$ cat src/rtl/tx_eight_ten_arb_pkg.sv
// Shared definitions for the 8b/10b transmitter arbiter: FSM encoding,
// default parameter values and the shared-counter sizing helper.
package tx_eight_ten_arb_pkg;

  typedef enum logic [2:0] {
    S_IDLE    = 3'd0,
    S_LOAD    = 3'd1,
    S_START   = 3'd2,
    S_WAIT_HI = 3'd3,
    S_WAIT_LO = 3'd4,
    S_GAP     = 3'd5
  } arb_state_e;

  localparam int DEF_N_REQ    = 4;
  localparam int DEF_GAP_CYC  = 16;
  localparam int DEF_START_TO = 255;
  localparam int BYTE_W       = 8;
  localparam int BAUD_W       = 20;

  // One counter serves both the launch timeout and the inter-frame gap.
  function automatic int cnt_width(input int start_to, input int gap_cyc);
    int m;
    m = (start_to > gap_cyc) ? start_to : gap_cyc;
    return (m < 1) ? 1 : $clog2(m + 1);
  endfunction

endpackage

$ cat src/rtl/tx_eight_ten_arb_rr_pick.sv
// Round-robin requester picker: first set req bit after last_id, wrapping.
module rr_pick
  import tx_eight_ten_arb_pkg::*;
#(
  parameter int N_REQ = DEF_N_REQ,
  parameter int IW    = $clog2(N_REQ)
) (
  input  logic [N_REQ-1:0] req,
  input  logic [IW-1:0]    last_id,
  output logic [IW-1:0]    grant_id,
  output logic             any
);

  int idx;

  // Scan from farthest to nearest so the closest candidate after last_id wins.
  always_comb begin
    grant_id = '0;
    any      = |req;
    idx      = 0;
    for (int k = N_REQ; k >= 1; k--) begin
      idx = int'(last_id) + k;
      if (idx >= N_REQ) idx = idx - N_REQ;
      if (req[idx[IW-1:0]]) grant_id = idx[IW-1:0];
    end
  end

endmodule

$ cat src/rtl/tx_eight_ten_arb.sv
// Arbitrates N_REQ byte requesters onto one 8b/10b transmitter, with launch
// handshake on tx_en, a sticky launch-timeout flag and an enforced idle gap.
module tx_eight_ten_arb
  import tx_eight_ten_arb_pkg::*;
#(
  parameter int N_REQ    = DEF_N_REQ,
  parameter int GAP_CYC  = DEF_GAP_CYC,
  parameter int START_TO = DEF_START_TO
) (
  input  logic                       clk,
  input  logic                       rst,
  input  logic [N_REQ-1:0]           req,
  input  logic [BYTE_W*N_REQ-1:0]    din_flat,
  input  logic [BAUD_W-1:0]          baud_in,
  input  logic                       err_clr,
  input  logic                       tx_en,
  output logic [N_REQ-1:0]           ack,
  output logic                       busy,
  output logic [$clog2(N_REQ)-1:0]   cur_id,
  output logic [BYTE_W-1:0]          tx_din,
  output logic                       tx_sel,
  output logic                       tx_set,
  output logic [BAUD_W-1:0]          tx_baud,
  output logic                       err
);

  localparam int IW = $clog2(N_REQ);
  localparam int CW = cnt_width(START_TO, GAP_CYC);
  localparam logic [CW-1:0] TO_LAST  = CW'((START_TO > 0) ? START_TO - 1 : 0);
  localparam logic [CW-1:0] GAP_LAST = CW'((GAP_CYC > 0) ? GAP_CYC - 1 : 0);

  arb_state_e          state_q, state_d;
  logic [IW-1:0]       last_id_q, last_id_d;
  logic [IW-1:0]       cur_id_q, cur_id_d;
  logic [BYTE_W-1:0]   tx_din_q, tx_din_d;
  logic [BAUD_W-1:0]   tx_baud_q, tx_baud_d;
  logic [CW-1:0]       cnt_q, cnt_d;
  logic [N_REQ-1:0]    ack_q, ack_d;
  logic                err_q, err_d;

  logic [IW-1:0]       grant_id;
  logic                any;
  logic [BYTE_W-1:0]   grant_byte;

  rr_pick #(.N_REQ(N_REQ), .IW(IW)) u_rr_pick (
    .req      (req),
    .last_id  (last_id_q),
    .grant_id (grant_id),
    .any      (any)
  );

  always_comb begin
    grant_byte = '0;
    for (int i = 0; i < N_REQ; i++) begin
      if (grant_id == IW'(i)) grant_byte = din_flat[BYTE_W*i +: BYTE_W];
    end
  end

  always_comb begin
    state_d   = state_q;
    last_id_d = last_id_q;
    cur_id_d  = cur_id_q;
    tx_din_d  = tx_din_q;
    tx_baud_d = tx_baud_q;
    cnt_d     = '0;
    ack_d     = '0;
    err_d     = err_clr ? 1'b0 : err_q;
    case (state_q)
      S_IDLE: begin
        if (any) begin
          cur_id_d  = grant_id;
          tx_din_d  = grant_byte;
          tx_baud_d = baud_in;
          state_d   = S_LOAD;
        end
      end
      S_LOAD:  state_d = S_START;
      S_START: state_d = S_WAIT_HI;
      S_WAIT_HI: begin
        if (tx_en) begin
          state_d = S_WAIT_LO;
        end else if (cnt_q == TO_LAST) begin
          // Timeout still advances last_id so a dead requester cannot starve others.
          err_d     = 1'b1;
          last_id_d = cur_id_q;
          state_d   = S_GAP;
        end else begin
          cnt_d = cnt_q + 1'b1;
        end
      end
      S_WAIT_LO: begin
        if (!tx_en) begin
          ack_d[cur_id_q] = 1'b1;
          last_id_d       = cur_id_q;
          state_d         = S_GAP;
        end
      end
      S_GAP: begin
        if (cnt_q == GAP_LAST) state_d = S_IDLE;
        else                   cnt_d   = cnt_q + 1'b1;
      end
      default: state_d = S_IDLE;
    endcase
  end

  always_ff @(posedge clk or posedge rst) begin
    if (rst) begin
      state_q   <= S_IDLE;
      last_id_q <= IW'(N_REQ - 1);
      cur_id_q  <= '0;
      tx_din_q  <= '0;
      tx_baud_q <= '0;
      cnt_q     <= '0;
      ack_q     <= '0;
      err_q     <= 1'b0;
    end else begin
      state_q   <= state_d;
      last_id_q <= last_id_d;
      cur_id_q  <= cur_id_d;
      tx_din_q  <= tx_din_d;
      tx_baud_q <= tx_baud_d;
      cnt_q     <= cnt_d;
      ack_q     <= ack_d;
      err_q     <= err_d;
    end
  end

  // Strobes decode straight from state so an async reset drops them at once.
  assign busy    = (state_q != S_IDLE);
  assign tx_set  = (state_q == S_START);
  assign tx_sel  = (state_q == S_START) || (state_q == S_WAIT_HI) || (state_q == S_WAIT_LO);
  assign ack     = ack_q;
  assign cur_id  = cur_id_q;
  assign tx_din  = tx_din_q;
  assign tx_baud = tx_baud_q;
  assign err     = err_q;

endmodule
$ cat config.mk
export PLATFORM = sky130hd
export DESIGN_NAME = tx_eight_ten_arb
export DESIGN_NICKNAME = d
export VERILOG_FILES = /design/src/rtl/tx_eight_ten_arb_pkg.sv /design/src/rtl/tx_eight_ten_arb_rr_pick.sv /design/src/rtl/tx_eight_ten_arb.sv
export SDC_FILE = /design/constraint.sdc
export NUM_CORES = 1
export LEC_CHECK = 0
export BUFFER_PORTS_ARGS = -buffer_cell sky130_fd_sc_hd__buf_4
export CORE_MARGIN = 2
export CORE_UTILIZATION = 45
export CTS_BUF_LIST = sky130_fd_sc_hd__clkbuf_8
export DETAILED_ROUTE_END_ITERATION = 12
export GPL_TIMING_DRIVEN = 1
export PLACE_DENSITY = 0.75
export SLEW_MARGIN = 0
export SYNTH_ARGS = -nofsm -noshare
export SYNTH_HDL_FRONTEND = slang
export SYNTH_SLANG_ARGS = --single-unit
$ cat constraint.sdc
create_clock -name clk -period 5.15 [get_ports clk]
set_input_delay 0.2575 -clock clk [delete_from_list [all_inputs] [get_ports clk]]
set_output_delay 0.2575 -clock clk [all_outputs]
set_load 0.05 [all_outputs]
# [Word level (Yosys, flattened, before mapping)]
# Cells that the tools add are included.
[word_totals] ff_bits=48 latch_bits=0 ram_bits=0 rom_bits=0 input_bits=60 output_inout_bits=38 wordCells=96 memories=0
[classes] n_addsub=9 multipliers=0 n_div=0 n_lt_le_gt_ge=10 eq_ne=16 shift=0 muxes=42 bitwise=0 n_reduce_logical=11
[ops] operator="$mux W8" count=7
[ops] operator="$mux W2" count=11
[ops] operator="$pmux W3 S6" count=1
[ops] operator="$pmux W8 S2" count=1
[ops] operator="$lt A2 B3 Y1 const B" count=5
[ops] operator="$mux W3" count=5
[ops] operator="$ne A2 B2 Y1 const B" count=5
[ops] operator="$ge A3 B3 Y1 const B" count=3
[ops] operator="$mux W1" count=9
[ops] operator="$add A8 B1 Y8 const B" count=1
[ops] operator="$bmux W1 S2" count=4
[ops] operator="$eq A8 B4 Y1 const B" count=1
[ops] operator="$eq A8 B8 Y1 const B" count=1
[ops] operator="$mux W4" count=2
[ops] operator="$reduce_and A4 Y1" count=2
[ops] operator="$sub A2 B1 Y2 const B" count=4
[ops] operator="$add A2 B2 Y3 const B" count=2
[ops] operator="$eq A3 B2 Y1 const B" count=2
[ops] operator="$eq A3 B3 Y1 const B" count=2
[ops] operator="$add A2 B3 Y4 const B" count=1
[ops] operator="$eq A2 B2 Y1 const B" count=2
[ops] operator="$ge A4 B3 Y1 const B" count=1
[ops] operator="$pmux W2 S2" count=1
[ops] operator="$reduce_or A4 Y1" count=1
[ops] operator="other kinds (13)" count=14

# [Depth between registers and ports, before layout]
[depth] word_depth=14 mapped_depth=8 ltp_nobuf=7

# [Hierarchy]
# Synthesis repeated with hierarchy kept, for this count alone.
[hier_totals] cells_unflattened=172 hier_area_um2=2462.4
[modules_own_cells] mod="tx_eight_ten_arb" n_inst=1 cells_each=158 area_each_um2=2371.0 seq_area_each_um2=1203.7
[modules_own_cells] mod="rr_pick" n_inst=1 cells_each=14 area_each_um2=91.3 seq_area_each_um2=0.0

# [Worst setup path before layout]
# Ideal clock, no wire load.
[synth_path] path_type="reg2reg" from="register last_id_q[1]" to="register tx_din_q[0], in the netlist tx_din[0]" arrival_time_ps=1731 required_time_ps=5063 slack_ps=3333 stages_incl_launch_ff=7 path_buffers=1 synth_period_minus_slack_ps=1817 path_cell_list="dfstp_2 > mux2i_1 > o22ai_1 > a21oi_2 > buf_6 > mux2_1 > o211ai_1"
[synth_between] elab_chain_cells=14
[synth_lines] element="start, declared" line_no="tx_eight_ten_arb.sv:33" source="logic [IW-1:0] last_id_q, last_id_d;"
[synth_lines] element="start signal, assigned" line_no="tx_eight_ten_arb.sv:109" source="last_id_q <= IW'(N_REQ - 1);"
[synth_lines] element="start signal, assigned" line_no="tx_eight_ten_arb.sv:118" source="last_id_q <= last_id_d;"
[synth_lines] element="$add A2 B3 Y4" line_no="tx_eight_ten_arb_rr_pick.sv:22" source="idx = int'(last_id) + k;"
[synth_lines] element="$ge A4 B3 Y1 or $sub A2 B1 Y2 (tied branches)" line_no="tx_eight_ten_arb_rr_pick.sv:23" source="if (idx >= N_REQ) idx = idx - N_REQ;"
[synth_lines] element="$mux W2" line_no="tx_eight_ten_arb_rr_pick.sv:23"
[synth_lines] element="$bmux W1 S2" line_no="tx_eight_ten_arb_rr_pick.sv:24" source="if (req[idx[IW-1:0]]) grant_id = idx[IW-1:0];"
[synth_lines] element="$mux W1 (not written as such)" line_no="tx_eight_ten_arb_rr_pick.sv:24"
[synth_lines] element="$mux W2 (3 in a row)" line_no="tx_eight_ten_arb_rr_pick.sv:24"
[synth_lines] element="$mux W2 *" line_no="tx_eight_ten_arb_rr_pick.sv:24"
[synth_lines] element="$logic_not A2 Y1" line_no="tx_eight_ten_arb.sv:55" source="if (grant_id == IW'(i)) grant_byte = din_flat[BYTE_W*i +: BYTE_W];"
[synth_lines] element="$mux W8 (3 in a row)" line_no="tx_eight_ten_arb.sv:55"
[synth_lines] element="$mux W8 *" line_no="tx_eight_ten_arb.sv:55"
[synth_lines] element="end signal, assigned" line_no="tx_eight_ten_arb.sv:120" source="tx_din_q <= tx_din_d;"
[synth_lines] element="end, declared" line_no="tx_eight_ten_arb.sv:35" source="logic [BYTE_W-1:0] tx_din_q, tx_din_d;"
# Every way passes the cells marked *; elsewhere a longest branch is shown, timed or not. The select of a mux whose other input is x is not followed.
# A chain may end at the register's enable or synchronous reset.

# [Final worst setup path]
[layout_path] from="register last_id_q[1]" to="register tx_din_q[7], in the netlist tx_din[7]"
# Same word-level chain as after synthesis.

==> impl_metrics.csv <==
group,metric,value,unit
status,status,"completed",
critical_path,cp.arrival,2460,ps
global_route,grt_antenna_before_repair,0,
clock_network,cts-buffers-inserted,5,
final_layout,seq_area,0.00120,mm^2
timing,finalHoldViolations,0,
logic_synthesis,syn_area,0.00242,mm^2
global_route,grt_max_degree,49,
placement,dp_cells,414,
clock_network,clkTransAtPathRegs,90,ps
global_route,grt_pass1_wl,9580,um
timing,rsz0062_at_grt,"no",
final_layout,layoutNonFillerInstCount,422,
detailed_routing,wl_per_cell,13.3,um
final_layout,drive_above_1_share,0.332,
die,coreArea,0.00514,mm^2
timing,max_freq,445,MHz
timing,fin_ws,2900,ps
timing,tightest_slew,1050,ps
logic_synthesis,synth-async-reset-ratio,1.00,
critical_path,critPathCaptureType,"register",
clock_network,cts_setup_buffers,0,
placement,portBuffers,97,
detailed_routing,top_layer,"met4",
logic_synthesis,syn_avg_cell_area,9.34,um^2
logic_synthesis,yosys_warnings,0,
timing,tns,0,ps
clock_network,ctsResizeCount,0,
detailed_routing,first_iter_violations,86,
detailed_routing,wl,5600,um
die,initial_core_util,0.471,
global_route,grt_pass1_vias,2174,
detailed_routing,vias_per_cell,5.05,
detailed_routing,first_pass_iters,4,
die,design.die.area,0.00598,mm^2
timing,max-slew-margin-rel,0.303,
detailed_routing,vias,2132,
clock_network,clock-sinks,48,
final_layout,synthToLayoutAreaGrowth,34.5,%
timing,slew_violations,0,
final_layout,multi_input_area,0.00109,mm^2
die,die_w,77.3,um
timing,final-setup-viol-count,0,
placement,gp_congestion,0.781,
power_and_ir_drop,p_per_area,643,mW/mm^2
clock_network,hold_buffers,0,
logic_synthesis,synth_edf_count,0,
timing,post-route-period-util,0.436,
power_and_ir_drop,p_leak,0.00160,uW
detailed_routing,wl_met1,2380,um
detailed_routing,antenna_left,0,
placement,hpwlAfterDp,4060,um
die,rows,26,
critical_path,path_class,"reg2reg",
critical_path,critical_path_peak_fanout,17,
timing,fin_skew,2.67,ps
clock_network,clk_latency,300,ps
final_layout,nFillCells,466,
logic_synthesis,syn-instance-count,259,
detailed_routing,met3_length,386,um
final_layout,nets,413,
logic_synthesis,seq_area_frac_synth,0.497,
die,die_h,77.3,um
timing,period_needed,2250,ps
clock_network,cts_max_path_buffers,2,
final_layout,antenna_cells,0,
clock_network,cts_tree,"built",
final_layout,final_cell_mix,"buf_4, nand2_1, dfrtp_1",
placement,pre_cts_slack,2910,ps
timing,whs,133,ps
clock_network,htreeDepth,2,
detailed_routing,routed-wl-met2,2790,um
final_layout,final_common_cell,"buf_4",
logic_synthesis,ys_seq_elements,48,
die,num_io_pins,98,
detailed_routing,drc,0,
power_and_ir_drop,ir_drop,0.377,mV
global_route,grt_use_total,0.197,
critical_path,start_kind,"register",
critical_path,cp.required,5370,ps
min_path,hold_path.class,"in2reg",
global_route,grt-ovfl-total,0,
logic_synthesis,synthFlopType,"dfrtp_1",
logic_synthesis,yosysUniqueCellTypes,42,
logic_synthesis,syn_nets,321,
run,maxCapViolations,0,
clock_network,cts_root_buf,"clkbuf_8",
==> cell type report <==
cell class / instances / share of cell area
inverter: 7 / 0.00807
timing repair buffer: 97 / 0.224
clock buffer: 6 / 0.0254
clock inverter: 2 / 0.0119
sequential: 48 / 0.370
multi-input combinational: 192 / 0.334
tap: 70 / 0.0269
==> logic make-up after synthesis <==
group / synth area share
fa+ha+maj: 0.0103
mux: 0.0838
buf+inv: 0.0533
simple gates: 0.262
xor+xnor: 0.0253
flops: 0.497
compound gates: 0.0677
==> per-stage QoR <==
step	utilization	total power (uW)	cell area (um^2)
final	0.633	2090	3250
after global routing	0.633	2230	3250
after CTS	0.633	2110	3250
after detailed placement	0.610	1820	3130
after global placement	0.610	1790	3130
after floorplan	-	1520	2420
==> where the power goes <==
group	switching (uW)	internal, uW
clock	129	159
combinational	793	366
sequential	120	528
total	1040	1050
==> critical path: stages, from the launching register on <==
cell	delay (ps)
dfstp_2	590
mux2i_1	200
o22ai_1	110
a21oi_2	760
mux2_2	410
o211ai_1	80
==> flip-flops by register name, indices dropped and copies added (netlist names) <==
signal,count
tx_din,8
err,1
ack,4
last_id_q,2
state_q,3
tx_baud,20
cnt_q,8
cur_id,2
==> synth_stat cells, types with 4 or more instances <==
master / n / area share
nand2b_1: 5 / 0.013
xor2_1: 4 / 0.014
nor3_1: 4 / 0.0083
nand3_1: 18 / 0.037
nand2_1: 82 / 0.13
o211ai_1: 8 / 0.025
dfrtp_1: 46 / 0.48
mux2i_1: 9 / 0.037
nor2_1: 14 / 0.022
inv_1: 7 / 0.011
o21ai_0: 5 / 0.010
mux2_1: 7 / 0.033
==> metal layers <==
metal / global-route usage / up-vias
met5: 0 / -
met4: 0.0518 / 0
met3: 0.0558 / 8
met2: 0.346 / 73
met1: 0.238 / 1004
li1: - / 1047
==> path summary, 6_finish.rpt <==
kind                               from     endpoint  slack (ps)  cells past startpoint
setup / recovery           last_id_q[1]    tx_din[7]        2900                      5
hold / removal                  err_clr          err         130                      2
setup reg to reg           last_id_q[1]    tx_din[7]        2900                      5
hold reg to reg             tx_baud[15]  tx_baud[15]         480                      2
max in group asynchronous           rst       ack[0]        4360                      2
min in group asynchronous           rst   tx_baud[5]         190                      2
Power figures use the tool's default switching activity.
